[src/rtl/sbit_monitor.sv]
// Per-VFAT S-bit monitor: armed one-shot capture of the first hit word with hit-to-L1A BX delay,
// plus saturating hit-BX and alignment-loss counters.
module sbit_monitor #(
    parameter int unsigned MXSBITS  = 64,
    parameter int unsigned CNT_BITS = 32,
    parameter int unsigned DLY_BITS = 12
) (
    input  logic                clock,
    input  logic                reset_n,
    input  logic [MXSBITS-1:0]  sbits,
    input  logic                sof_is_aligned,
    input  logic                arm,
    input  logic                clear,
    input  logic                l1a,
    output logic                armed,
    output logic                valid,
    output logic [MXSBITS-1:0]  snap_sbits,
    output logic [DLY_BITS-1:0] snap_delay,
    output logic                snap_l1a_seen,
    output logic [CNT_BITS-1:0] hit_bx_count,
    output logic [15:0]         align_loss_count
);

    typedef enum logic [1:0] {
        IDLE     = 2'd0,
        ARMED    = 2'd1,
        WAIT_L1A = 2'd2,
        DONE     = 2'd3
    } state_t;

    localparam logic [DLY_BITS-1:0] DMAX    = '1;
    localparam logic [DLY_BITS-1:0] DLY_ONE = DLY_BITS'(1);
    localparam logic [CNT_BITS-1:0] CNT_ONE = CNT_BITS'(1);

    state_t              state;
    logic [DLY_BITS-1:0] delay;
    logic                aligned_q;
    logic                hit;
    logic                align_fall;

    assign hit        = sof_is_aligned & (|sbits);
    assign align_fall = aligned_q & ~sof_is_aligned;

    // delay holds (edges since hit) - 1, so timeout fires at hit edge + DMAX with delay == DMAX-1.
    always_ff @(posedge clock or negedge reset_n) begin
        if (!reset_n) begin
            state         <= IDLE;
            armed         <= 1'b0;
            valid         <= 1'b0;
            delay         <= '0;
            snap_sbits    <= '0;
            snap_delay    <= '0;
            snap_l1a_seen <= 1'b0;
        end else begin
            case (state)
                IDLE: begin
                    if (arm) begin
                        state <= ARMED;
                        armed <= 1'b1;
                    end
                end
                ARMED: begin
                    if (hit) begin
                        snap_sbits <= sbits;
                        snap_delay <= '0;
                        delay      <= '0;
                        if (l1a) begin
                            snap_l1a_seen <= 1'b1;
                            state         <= DONE;
                            armed         <= 1'b0;
                            valid         <= 1'b1;
                        end else begin
                            snap_l1a_seen <= 1'b0;
                            state         <= WAIT_L1A;
                        end
                    end
                end
                WAIT_L1A: begin
                    if (l1a) begin
                        snap_l1a_seen <= 1'b1;
                        snap_delay    <= delay + DLY_ONE;
                        state         <= DONE;
                        armed         <= 1'b0;
                        valid         <= 1'b1;
                    end else if (delay == DMAX - DLY_ONE) begin
                        snap_l1a_seen <= 1'b0;
                        snap_delay    <= DMAX;
                        state         <= DONE;
                        armed         <= 1'b0;
                        valid         <= 1'b1;
                    end else begin
                        delay <= delay + DLY_ONE;
                    end
                end
                DONE: begin
                    if (arm) begin
                        state <= ARMED;
                        armed <= 1'b1;
                        valid <= 1'b0;
                    end
                end
                default: begin
                    state <= IDLE;
                    armed <= 1'b0;
                    valid <= 1'b0;
                end
            endcase
        end
    end

    always_ff @(posedge clock or negedge reset_n) begin
        if (!reset_n) begin
            aligned_q        <= 1'b0;
            hit_bx_count     <= '0;
            align_loss_count <= '0;
        end else begin
            aligned_q <= sof_is_aligned;
            if (clear) begin
                hit_bx_count     <= '0;
                align_loss_count <= '0;
            end else begin
                if (hit && (hit_bx_count != '1))
                    hit_bx_count <= hit_bx_count + CNT_ONE;
                if (align_fall && (align_loss_count != '1))
                    align_loss_count <= align_loss_count + 16'd1;
            end
        end
    end

endmodule

[config.mk]
export PLATFORM = sky130hd
export DESIGN_NAME = sbit_monitor
export DESIGN_NICKNAME = d
export VERILOG_FILES = /design/src/rtl/sbit_monitor.sv
export SDC_FILE = /design/constraint.sdc
export NUM_CORES = 1
export LEC_CHECK = 0
export BUFFER_PORTS_ARGS = -buffer_cell sky130_fd_sc_hd__buf_2
export CORE_ASPECT_RATIO = 1.75
export CORE_MARGIN = 1.5
export CORE_UTILIZATION = 35
export CTS_BUF_LIST = sky130_fd_sc_hd__clkbuf_4 sky130_fd_sc_hd__clkbuf_8
export CTS_CLUSTER_SIZE = 20
export DETAILED_ROUTE_END_ITERATION = 10
export GPL_ROUTABILITY_DRIVEN = 0
export PLACE_DENSITY_LB_ADDON = 0.08
export SLEW_MARGIN = 0
export SYNTH_ARGS = -nofsm -noshare
export SYNTH_HDL_FRONTEND = slang
export SYNTH_SLANG_ARGS = --single-unit
[constraint.sdc]
create_clock -name clock -period 2.55 [get_ports clock]
set_clock_uncertainty 0.2 [all_clocks]
set_input_delay 0.255 -clock clock [delete_from_list [all_inputs] [get_ports clock]]
set_output_delay 0.255 -clock clock [all_outputs]
set_load 0.03 [all_outputs]
==> summary by stage <==
Run status
The run finished with clean final reports.

GRT
The all-layer global routing usage is 0.201. The final global-route overflow total is 0. The global-route wire length before repair is 34,000 um.

The number of global-route vias before repair is 6,605. Entering global routing, the biggest net connects 62 pins. The initial antenna violation count is 0.

Cells and area
The area growth from synthesis to layout is 38.1%. The number of antenna diodes in the final layout is 0. Leaving out fill and tap cells, the most frequent cell in the layout is sky130_fd_sc_hd__buf_2.

The final-stage net count is 1,030. The library cells used most frequently in the layout, excluding fill and tap cells, are 195 x sky130_fd_sc_hd__buf_2, 142 x sky130_fd_sc_hd__dfrtp_1, 68 x sky130_fd_sc_hd__dlygate4sd3_1. In the final layout, the share of cells above drive strength 1 is 0.389. Once layout is complete, the utilization of the core stands at 0.491.

STA
The number of pins with negative max-slew slack in the final report is 0. The max-slew headroom at the worst pin is 0.241. For the pin with the worst max-slew slack, the measured transition is 1140 ps.

In the final timing run, aggregate negative setup slack is 0 ps. The number of endpoints failing setup at the final stage is 0. Timing would allow up to 404 MHz. Subtracting the final worst setup slack from the clock period gives 2480 ps. Dividing the final minimum period by the clock period gives 0.971. The worst path meets setup with 74.6 ps of slack. The count of endpoints failing hold in the final timing report is 0. Setup repair after global routing left no endpoint under its margin.

Yosys
The flip-flop cell with the highest count after synthesis is sky130_fd_sc_hd__dfrtp_1. For this run, the number of Yosys warnings is 0. The synthesized design contains 0 enable-type register cells.

The number of nets produced by synthesis is 715. The unique cell type count in the Yosys netlist is 66. For this run, the register share of the synthesized area comes to 0.493. The synthesized instance count is 637.

The number of synthesized register bits is 142. The async set-reset flop share out of synthesis is 1.00. The synthesized netlist occupies a cell area of 0.00721 sq mm. Averaged over all synthesized cells, the footprint is 11.3 sq um.

Routing
The average detailed-routed wire length per instance is 17.6 um. The initial detailed-routing violation count is 215. The aggregate routed wire length is 21,300 um.

After detailed routing, the number of vias per cell comes to 5.26. The post-route DRC violation count is 0. The via count is 6,373. The number of iterations in the first detailed-routing pass is 4. In this run the remaining antenna-violating nets after routing total 0.

Setup path
The arrival time of data at the critical path endpoint is 2620 ps. Counting both buffers and inverters, the worst setup path holds a total of 1. The kind of cell with the highest combined delay along the critical path is simple AND/OR/NAND/NOR gates.

The highest net fanout along the worst path is 13. The capturing element type of the critical path is a flip-flop. The largest single stage delay on the critical path is 610 ps. The slowest stage of the critical path is the sky130_fd_sc_hd__or4_4 cell.

Traced cell by cell, the critical path runs through ha_1 > nand2_1 > or4_4 > nor3_2 > buf_4 > nor3_1 > mux2_4. STA classifies the critical path startpoint as a flip-flop. For the worst setup path, the data required time is 2690 ps. The path type of the worst setup path is reg2reg.

Placement
The count of port buffers added during placement is 196. Summed over all nets, the half-perimeter wirelength after detailed placement is 15,800 um. The setup slack at placement is -302 ps.

Clock tree
The longest clock path from root to sink contains 2 buffers. The deepest level of the CTS H-tree is 4. Counting the buffers created by CTS gives 17. The clock insertion delay at the later pin of the skew report is 460 ps. TritonCTS built the clock tree.

CTS placed an instance of sky130_fd_sc_hd__clkbuf_8 at the clock tree root. CTS saw 142 sinks. After clock tree synthesis, the clock-pin slew on the worst setup and hold paths is 80 ps.

Pwr
The share of power burned in the clock network is 0.191. The share of power burned in combinational logic is 0.459. For this design the ratio of total power to cell area is 942 mW/mm^2.

The cell-internal power is 5570 uW. The largest vdd supply drop is 0.000725 V. The part of the total power dissipated in sequential elements is 0.350. The design draws 9380 uW. The net switching power of the design is 3810 uW. The switching share of power is 0.406. The total leakage power is 0.00452 uW.

Floorplan
The chip width is 111 um. The full die area is 0.0215 sq mm. 197 I/O pins were placed. The floorplan step set the die height to 193 um. The standard-cell row count is 69. The initial core utilization is 0.355. The area of the core region is 0.0203 sq mm.

Run
The max capacitance violation total is 0.

Hold path
The worst hold-check path type is in2async.
==> synth_stat cells (13+ instances only) <==
cell,instances,area share
sky130_fd_sc_hd__dfrtp_1,142,0.49
sky130_fd_sc_hd__mux2_2,61,0.095
sky130_fd_sc_hd__nor2_1,39,0.020
sky130_fd_sc_hd__nand2_1,31,0.016
sky130_fd_sc_hd__nor4_1,27,0.023
sky130_fd_sc_hd__nand3_1,26,0.018
sky130_fd_sc_hd__nand4_1,25,0.022
sky130_fd_sc_hd__a21oi_1,23,0.016
sky130_fd_sc_hd__nor3_1,22,0.015
sky130_fd_sc_hd__xnor2_1,22,0.027
sky130_fd_sc_hd__inv_1,18,0.0094
sky130_fd_sc_hd__or4_1,18,0.019
sky130_fd_sc_hd__o31ai_1,16,0.017
sky130_fd_sc_hd__nor2b_1,15,0.013
sky130_fd_sc_hd__buf_6,13,0.020
==> what timing repair did <==
action | 4_1_cts | 5_1_grt
hold buffers | 68 | 0
endpoints found under the setup margin | 0 | 1
gates resized for setup | 0 | 1
endpoints found under the hold margin | 210 | 0
buffers inserted | 0 | 0
==> state kept, by name (all words and copies together), names as in the netlist <==
name,count
delay,12
snap_delay,12
snap_sbits,64
align_loss_count,16
armed,1
hit_bx_count,32
aligned_q,1
state,2
valid,1
snap_l1a_seen,1
==> final cells by class <==
cell class | count | area, sq um
Tap cell | 248 | 310
Sequential cell | 142 | 3550
Inverter | 19 | 71.3
Timing Repair Buffer | 325 | 2270
Multi-Input combinational cell | 447 | 3370
Clock inverter | 7 | 87.6
Fill cell | 1891 | 10300
Clock buffer | 23 | 298
==> power groups by stage <==
stage,Combinational (uW),Clock [uW],Sequential (uW)
after detailed placement,4280,0,3330
after global routing,4570,1950,3370
final,4310,1790,3280
after CTS,4360,1870,3280
after floorplan,1560,0,4600
after global placement,4210,0,3290
==> per-stage QoR <==
| stage | instances | hold WS [ps] | instance area (sq um) |
|---|---|---|---|
| final | 1211 | 37.5 | 9950 |
| after global routing | 1211 | 33.4 | 9950 |
| after CTS | 1211 | 23.2 | 9950 |
| after detailed placement | 1113 | -43.1 | 8880 |
| after global placement | 1113 | -43.5 | 8880 |
| after floorplan | 637 | -241 | 7210 |
==> layer usage <==
| metal | GRT usage | up-vias | wire length (um) |
|---|---|---|---|
| met5 | 0 | - | 0 |
| li1 | - | 3018 | - |
| met3 | 0.0455 | 51 | 897 |
| met2 | 0.383 | 179 | 12000 |
| met1 | 0.202 | 3125 | 7520 |
| met4 | 0.102 | 0 | 873 |
==> cells by family (layout without fill, tap and decap cells) <==
logic type | after synthesis | after routing | share of synthesized area
adders and majority gates | 8 | 8 | 0.0139
muxes | 85 | 85 | 0.137
xor gates and xnor gates | 24 | 24 | 0.0292
buffers and inverters | 48 | 374 | 0.0396
DFF | 142 | 142 | 0.493
AOI/OAI and AO/OA | 84 | 84 | 0.0922
and+or+nand+nor | 246 | 246 | 0.195
==> path summary, 6_finish.rpt <==
| check | endpoint | slack [ps] | cells past startpoint | from |
|---|---|---|---|---|
| setup reg to reg | hit_bx_count[6] | 70 | 7 | hit_bx_count[1] |
| setup / recovery | hit_bx_count[6] | 70 | 7 | hit_bx_count[1] |
| hold / removal | snap_delay[2] | 40 | 2 | reset_n |
| hold reg to reg | snap_l1a_seen | 290 | 1 | snap_l1a_seen |
| max in group asynchronous | snap_sbits[14] | 1480 | 3 | reset_n |
| min in group clock | snap_l1a_seen | 290 | 1 | snap_l1a_seen |
Note: power is estimated with default switching activity, not from simulation.
